<file path="src/rtl/vga_mainmenu_controller_pkg.sv">
// Shared definitions for the main-menu cursor controller: option codes,
// FSM states, the metadata field position and the grid navigation rule.
package tetris_menu_pkg;

  localparam logic [2:0] OPT_PLAY1P  = 3'd0;
  localparam logic [2:0] OPT_ENDLESS = 3'd1;
  localparam logic [2:0] OPT_PLAY2P  = 3'd2;
  localparam logic [2:0] OPT_TOP1P   = 3'd3;
  localparam logic [2:0] OPT_TOPEND  = 3'd4;

  localparam int MENU_SEL_LSB = 26;

  typedef enum logic [1:0] {
    MENU    = 2'd0,
    LAUNCH  = 2'd1,
    PLAYING = 2'd2
  } menu_state_e;

  typedef enum logic [1:0] {
    NAV_UP    = 2'd0,
    NAV_DOWN  = 2'd1,
    NAV_LEFT  = 2'd2,
    NAV_RIGHT = 2'd3
  } nav_dir_e;

  // Saturating moves on the 3+2 option grid; anything not listed stays put.
  function automatic logic [2:0] nav_step(input logic [2:0] sel, input nav_dir_e dir);
    logic [2:0] nxt;
    nxt = sel;
    case (dir)
      NAV_UP: begin
        case (sel)
          OPT_ENDLESS: nxt = OPT_PLAY1P;
          OPT_PLAY2P:  nxt = OPT_ENDLESS;
          OPT_TOPEND:  nxt = OPT_TOP1P;
          default:     nxt = sel;
        endcase
      end
      NAV_DOWN: begin
        case (sel)
          OPT_PLAY1P:  nxt = OPT_ENDLESS;
          OPT_ENDLESS: nxt = OPT_PLAY2P;
          OPT_TOP1P:   nxt = OPT_TOPEND;
          default:     nxt = sel;
        endcase
      end
      NAV_LEFT: begin
        case (sel)
          OPT_TOP1P:  nxt = OPT_PLAY1P;
          OPT_TOPEND: nxt = OPT_ENDLESS;
          default:    nxt = sel;
        endcase
      end
      NAV_RIGHT: begin
        case (sel)
          OPT_PLAY1P:  nxt = OPT_TOP1P;
          OPT_ENDLESS: nxt = OPT_TOPEND;
          OPT_PLAY2P:  nxt = OPT_TOPEND;
          default:     nxt = sel;
        endcase
      end
      default: nxt = sel;
    endcase
    return nxt;
  endfunction

endpackage

</file>
<file path="src/rtl/vga_mainmenu_controller_if.sv">
// Button inputs, game-core start handshake and cursor outputs of the menu controller.
interface vga_mainmenu_controller_if;
  logic       btn_up;
  logic       btn_down;
  logic       btn_left;
  logic       btn_right;
  logic       btn_select;
  logic       game_over;
  logic       start_ready;
  logic [2:0] menu_sel;
  logic       in_menu;
  logic       start_valid;
  logic [2:0] start_mode;

  modport master (
    input  btn_up, btn_down, btn_left, btn_right, btn_select, game_over, start_ready,
    output menu_sel, in_menu, start_valid, start_mode
  );

  modport slave (
    output btn_up, btn_down, btn_left, btn_right, btn_select, game_over, start_ready,
    input  menu_sel, in_menu, start_valid, start_mode
  );
endinterface

</file>
<file path="src/rtl/vga_mainmenu_controller_button_debouncer.sv">
// Two-flop synchroniser, hold-time debouncer and single-cycle press pulse
// for one asynchronous active-high button.
module button_debouncer #(
  parameter int unsigned DEBOUNCE_CYCLES = 250000,
  parameter int unsigned CNT_W           = 18
) (
  input  logic clock,
  input  logic resetn,
  input  logic raw,
  output logic press
);

  logic             sync_meta;
  logic             sync_out;
  logic             stable;
  logic             stable_d;
  logic [CNT_W-1:0] cnt;

  always_ff @(posedge clock or negedge resetn) begin
    if (!resetn) begin
      sync_meta <= 1'b0;
      sync_out  <= 1'b0;
    end else begin
      sync_meta <= raw;
      sync_out  <= sync_meta;
    end
  end

  // A new level is accepted only after it has differed from stable for DEBOUNCE_CYCLES edges.
  always_ff @(posedge clock or negedge resetn) begin
    if (!resetn) begin
      stable <= 1'b0;
      cnt    <= '0;
    end else if (sync_out != stable) begin
      if (cnt == CNT_W'(DEBOUNCE_CYCLES - 1)) begin
        stable <= sync_out;
        cnt    <= '0;
      end else begin
        cnt <= cnt + CNT_W'(1);
      end
    end else begin
      cnt <= '0;
    end
  end

  always_ff @(posedge clock or negedge resetn) begin
    if (!resetn) begin
      stable_d <= 1'b0;
      press    <= 1'b0;
    end else begin
      stable_d <= stable;
      press    <= stable & ~stable_d;
    end
  end

endmodule

</file>
<file path="src/rtl/vga_mainmenu_controller.sv">
// Main-menu cursor controller: debounces five buttons, moves the selection
// cursor over the option grid and launches the chosen mode via valid/ready.
module vga_mainmenu_controller
  import tetris_menu_pkg::*;
#(
  parameter int unsigned DEBOUNCE_CYCLES = 250000,
  parameter int unsigned CNT_W           = 18
) (
  input  logic                        clock,
  input  logic                        resetn,
  vga_mainmenu_controller_if.master   bus
);

  logic        press_up;
  logic        press_down;
  logic        press_left;
  logic        press_right;
  logic        press_select;

  menu_state_e state;
  logic [2:0]  menu_sel;
  logic        in_menu;
  logic        start_valid;
  logic [2:0]  start_mode;

  button_debouncer #(.DEBOUNCE_CYCLES(DEBOUNCE_CYCLES), .CNT_W(CNT_W)) u_db_up (
    .clock(clock), .resetn(resetn), .raw(bus.btn_up), .press(press_up)
  );
  button_debouncer #(.DEBOUNCE_CYCLES(DEBOUNCE_CYCLES), .CNT_W(CNT_W)) u_db_down (
    .clock(clock), .resetn(resetn), .raw(bus.btn_down), .press(press_down)
  );
  button_debouncer #(.DEBOUNCE_CYCLES(DEBOUNCE_CYCLES), .CNT_W(CNT_W)) u_db_left (
    .clock(clock), .resetn(resetn), .raw(bus.btn_left), .press(press_left)
  );
  button_debouncer #(.DEBOUNCE_CYCLES(DEBOUNCE_CYCLES), .CNT_W(CNT_W)) u_db_right (
    .clock(clock), .resetn(resetn), .raw(bus.btn_right), .press(press_right)
  );
  button_debouncer #(.DEBOUNCE_CYCLES(DEBOUNCE_CYCLES), .CNT_W(CNT_W)) u_db_select (
    .clock(clock), .resetn(resetn), .raw(bus.btn_select), .press(press_select)
  );

  // One action per cycle: Select beats Up beats Down beats Left beats Right.
  always_ff @(posedge clock or negedge resetn) begin
    if (!resetn) begin
      state       <= MENU;
      menu_sel    <= OPT_PLAY1P;
      in_menu     <= 1'b1;
      start_valid <= 1'b0;
      start_mode  <= OPT_PLAY1P;
    end else begin
      case (state)
        MENU: begin
          if (press_select) begin
            start_mode  <= menu_sel;
            start_valid <= 1'b1;
            in_menu     <= 1'b0;
            state       <= LAUNCH;
          end else if (press_up) begin
            menu_sel <= nav_step(menu_sel, NAV_UP);
          end else if (press_down) begin
            menu_sel <= nav_step(menu_sel, NAV_DOWN);
          end else if (press_left) begin
            menu_sel <= nav_step(menu_sel, NAV_LEFT);
          end else if (press_right) begin
            menu_sel <= nav_step(menu_sel, NAV_RIGHT);
          end
        end
        LAUNCH: begin
          if (bus.start_ready) begin
            start_valid <= 1'b0;
            state       <= PLAYING;
          end
        end
        PLAYING: begin
          if (bus.game_over) begin
            in_menu <= 1'b1;
            state   <= MENU;
          end
        end
        default: begin
          state       <= MENU;
          in_menu     <= 1'b1;
          start_valid <= 1'b0;
        end
      endcase
    end
  end

  assign bus.menu_sel    = menu_sel;
  assign bus.in_menu     = in_menu;
  assign bus.start_valid = start_valid;
  assign bus.start_mode  = start_mode;

endmodule

</file>
<file path="src/flat_wrapper.sv">
// flat-port wrapper written by rule: the top's interface ports become plain ports
module vga_mainmenu_controller_flat import tetris_menu_pkg::*;
#(
  parameter int unsigned DEBOUNCE_CYCLES = 250000,
  parameter int unsigned CNT_W           = 18
)
  (clock, resetn, bus_btn_up, bus_btn_down, bus_btn_left, bus_btn_right, bus_btn_select, bus_game_over, bus_start_ready, bus_menu_sel, bus_in_menu, bus_start_valid, bus_start_mode);
  vga_mainmenu_controller_if bus_i ();
  input  logic clock;
  input  logic resetn;
  input wire logic [$bits(bus_i.btn_up)-1:0] bus_btn_up;
  input wire logic [$bits(bus_i.btn_down)-1:0] bus_btn_down;
  input wire logic [$bits(bus_i.btn_left)-1:0] bus_btn_left;
  input wire logic [$bits(bus_i.btn_right)-1:0] bus_btn_right;
  input wire logic [$bits(bus_i.btn_select)-1:0] bus_btn_select;
  input wire logic [$bits(bus_i.game_over)-1:0] bus_game_over;
  input wire logic [$bits(bus_i.start_ready)-1:0] bus_start_ready;
  output wire logic [$bits(bus_i.menu_sel)-1:0] bus_menu_sel;
  output wire logic [$bits(bus_i.in_menu)-1:0] bus_in_menu;
  output wire logic [$bits(bus_i.start_valid)-1:0] bus_start_valid;
  output wire logic [$bits(bus_i.start_mode)-1:0] bus_start_mode;
  assign bus_i.btn_up = bus_btn_up;
  assign bus_i.btn_down = bus_btn_down;
  assign bus_i.btn_left = bus_btn_left;
  assign bus_i.btn_right = bus_btn_right;
  assign bus_i.btn_select = bus_btn_select;
  assign bus_i.game_over = bus_game_over;
  assign bus_i.start_ready = bus_start_ready;
  assign bus_menu_sel = bus_i.menu_sel;
  assign bus_in_menu = bus_i.in_menu;
  assign bus_start_valid = bus_i.start_valid;
  assign bus_start_mode = bus_i.start_mode;
  vga_mainmenu_controller #(.DEBOUNCE_CYCLES(DEBOUNCE_CYCLES), .CNT_W(CNT_W)) u_core (.clock(clock), .resetn(resetn), .bus(bus_i));
endmodule
</file>
<file path="config.mk">
export PLATFORM = sky130hd
export DESIGN_NAME = vga_mainmenu_controller_flat
export DESIGN_NICKNAME = d
export VERILOG_FILES = /design/src/rtl/vga_mainmenu_controller_pkg.sv /design/src/rtl/vga_mainmenu_controller_if.sv /design/src/rtl/vga_mainmenu_controller_button_debouncer.sv /design/src/rtl/vga_mainmenu_controller.sv /design/src/flat_wrapper.sv
export SDC_FILE = /design/constraint.sdc
export NUM_CORES = 1
export LEC_CHECK = 0
export BUFFER_PORTS_ARGS = -buffer_cell sky130_fd_sc_hd__buf_2
export CAP_MARGIN = 10
export CORE_MARGIN = 2
export CORE_UTILIZATION = 30
export DETAILED_ROUTE_END_ITERATION = 10
export PLACE_DENSITY = 0.55
export SLEW_MARGIN = 30
export SYNTH_ARGS = -nofsm -noshare
export SYNTH_HDL_FRONTEND = slang
export SYNTH_SLANG_ARGS = --single-unit
</file>
<file path="constraint.sdc">
create_clock -name clock -period 4.4 [get_ports clock]
set_input_delay 0.44 -clock clock [delete_from_list [all_inputs] [get_ports clock]]
set_output_delay 0.44 -clock clock [all_outputs]
set_load 0.01 [all_outputs]
</file>
==> flow_summary_export.csv <==
group,metric,value,unit
outcome,outcome,"finished clean",
clock_tree,cts_resized,0,
worst_setup_path,cp-end-kind,"flop",
placed_design,gp_congestion,0.788,
finish,seq_area,3130,µm²
clock_tree,max-clock-path-buffers,2,
finish,final_layout_size_suffix_gt1_frac,0.117,
worst_setup_path,crit_buf_inv,0,
floorplan,die_y,142,µm
worst_setup_path,worstPathMaxFanout,18,
timing,setup_viol,0,
worst_setup_path,cp_data_required_time,4670,ps
global_route,grt_pass1_vias,4014,
timing,setup_slack,2290,ps
power,power_density,394,nW/µm²
route,drcViolationCount,0,
worst_setup_path,crit_chain,"nor4b_1 -> nand2_1 -> nor4_1 -> nand2b_1 -> nor2_1",
route,wl_met2,4.92,mm
route,drtPass1Iterations,4,
worst_setup_path,rr_startpoint,"u_core.u_db_left.cnt[10]",
synthesis,synth_top_area_frac,0.545,
timing,rsz0062_at_grt,"no",
synthesis,synth_area_per_cell,10.3,µm²
synthesis,yosysSeqAreaShare,0.549,
min_path,hold_path.class,"input port to flop",
min_path,hold_depth,1,
worst_setup_path,r2r_setup_slack,2290,ps
route,drt_iter0_markers,218,
timing,slew_headroom,0.552,
finish,area_delta_synth_final,14.9,%
finish,nets,589,
clock_tree,numCtsBuffers,17,
clock_tree,htree_levels,4,
finish,final_cell_mix,"dfrtp_1 (124), nor2_1 (122), xor2_1 (48), xnor2_1 (39), nand3_1 (38)",
synthesis,synthArstFlopShare,1.00,
route,via_per_inst,4.69,
clock_tree,cts_tree,"yes",
floorplan,rows,50,
power,vdd_drop_max,0.242,mV
synthesis,ys_top_cells_by_area,"dfrtp_1 (54%), nor2_1 (8.0%), xor2_1 (7.4%), xnor2_1 (6.0%), nand3_1 (3.3%)",
global_route,grt_max_degree,52,
worst_setup_path,criticalPathCategory,"flop to flop",
clock_tree,clk_pin_slew,60,ps
worst_setup_path,cpPeakStageDelay,610,ps
worst_setup_path,critPathTopFamily,"simple AND/OR/NAND/NOR gates",
route,met3_length,317,µm
synthesis,netlist_instances,551,
route,routedWlPerCell,12.5,µm
min_path,hp-start,"bus_btn_up",
floorplan,initial_core_util,0.306,
global_route,antenna_found_initial,0,
route,vias,3858,
synthesis,synth_top_cell_by_area,"dfrtp_1",
floorplan,pin_count,17,
route,top_layer,"met4",
synthesis,synth_seq_cells,125,
run,drv_cap,0,
timing,fin_skew,9.81,ps
worst_setup_path,r2r_cells,5,
timing,fin_crit,2110,ps
timing,hold_viol_final,0,
finish,n_antenna_cell,0,
route,met1Wirelength,4.92,mm
placed_design,io_buffers,16,
min_path,min_to,"u_core.u_db_up.sync_meta",
timing,clock.fmax,0.474,GHz
finish,final_cells,822,
global_route,grt.overflow.total,0,
route,drt_wl_total,10.3,mm
worst_setup_path,reg2reg_to,"u_core.u_db_left.cnt[16]",
floorplan,die_w,142,µm
finish,fillers,1849,
clock_tree,cts_root_buffer,"clkbuf_16",
global_route,track_usage,0.115,
global_route,grt_pass1_wl,18.7,mm
route,ant_nets,0,
timing,tns,0,ps
finish,stdcell_area,6550,µm²
clock_tree,clkSinkCount,125,
worst_setup_path,arrival,2380,ps
placed_design,preCtsSetupSlack,2300,ps
timing,worst_pin_slew,672,ps
timing,slew_viol_final,0,
synthesis,syn_nets,565,
worst_setup_path,startpoint_type,"flop",
power,cellLeakagePower,0.00281,µW
finish,final_common_cell,"dfrtp_1",
synthesis,syn-cell-area,5700,µm²
clock_tree,clkLatencyLatePin,420,ps
timing,fin_crit_sh,0.479,
placed_design,place_area,5970,µm²
worst_setup_path,cp_slowest_cell,"nand2b_1",
synthesis,ys.flop_type,"dfrtp_1",
synthesis,post_synth_num_cell_types,41,
placed_design,dp_hpwl,6.89,mm
floorplan,die-area,20100,µm²
synthesis,yosysWarningCount,0,
synthesis,synth_edf_count,0,
finish,multiInputGateArea,2390,µm²
floorplan,core,18600,µm²
placed_design,place_inst,789,
==> metal layers <==
metal | vias to the layer above | track usage
li1 | 1898 | -
met1 | 1902 | 0.145
met2 | 42 | 0.184
met3 | 16 | 0.0371
met4 | 0 | 0.0426
met5 | - | 0
==> registers in the layout, indices dropped and copies added, names as in the netlist, 2 cells and up <==
register and cells:
u_core.u_db_down.cnt 18, u_core.bus.start_mode 3, u_core.u_db_up.cnt 18, u_core.u_db_select.cnt 18, u_core.bus.menu_sel 3, u_core.u_db_left.cnt 18, u_core.u_db_right.cnt 18, u_core.state 2
==> timing repair <==
item,CTS,global route
hold buffers,1,0
endpoints found under the hold margin,29,0
setup buffers,0,0
==> area by class of cell <==
class                           instances  area share
Timing Repair Buffer                   19      0.0164
Clock buffer                           18      0.0671
Multi-Input combinational cell        398       0.366
Inverter                               14     0.00802
Sequential cell                       125       0.478
Tap cell                              234      0.0447
Clock inverter                         14      0.0203
==> worst register-to-register path, cell delays in order (launching register included) <==
cell	delay, ps
dfrtp_1	430
nor4b_1	360
nand2_1	90
nor4_1	360
nand2b_1	610
nor2_1	120
==> cell usage after synthesis, drive strengths merged (4+ instances only) <==
master / instances
a21oi: 7
and3: 12
buf: 13
dfrtp: 124
ha: 5
inv: 14
mux2: 11
nand2: 32
nand3: 38
nand3b: 6
nand4: 22
nor2: 122
nor2b: 5
nor3: 12
nor4: 13
or2: 4
xnor2: 39
xor2: 48
==> per-stage QoR <==
stage / power [µW] / hold WS (ps) / util
after floorplan: 1240 / 144 / -
after global placement: 1270 / 337 / 0.320
after detailed placement: 1270 / 336 / 0.320
after CTS: 2620 / 113 / 0.351
after global routing: 2690 / 111 / 0.351
final: 2580 / 130 / 0.351
==> worst max-delay path by stage <==
| stage | startpoint | endpoint | slack (ps) | cells past startpoint |
|---|---|---|---|---|
| global placement | u_core.u_db_left.cnt[10] | u_core.u_db_left.cnt[6] | 2300 | 5 |
| detailed placement | u_core.u_db_left.cnt[10] | u_core.u_db_left.cnt[16] | 2300 | 5 |
| global route | u_core.u_db_left.cnt[9] | u_core.u_db_left.cnt[9] | 2020 | 5 |
| floorplan | u_core.bus.menu_sel[0] | u_core.bus.menu_sel[0] | 2760 | 5 |
| CTS | u_core.u_db_left.cnt[10] | u_core.u_db_left.cnt[7] | 2280 | 5 |
| finish | u_core.u_db_left.cnt[10] | u_core.u_db_left.cnt[16] | 2290 | 5 |
==> cells by family after synthesis <==
| group | synth area share |
|---|---|
| DFF | 0.549 |
| buffers and inverters | 0.0305 |
| xor gates and xnor gates | 0.134 |
| AOI/OAI and AO/OA | 0.0215 |
| adders and majority gates | 0.0110 |
| and+or+nand+nor | 0.232 |
| muxes | 0.0217 |
==> report_power, final <==
part	switching [µW]	total (µW)	internal, µW
Sequential	13.6	1180	1170
Combinational	47.3	65.4	18.1
Clock	535	1340	801
Total	596	2580	1980
Note: power is estimated with default switching activity, not from simulation.
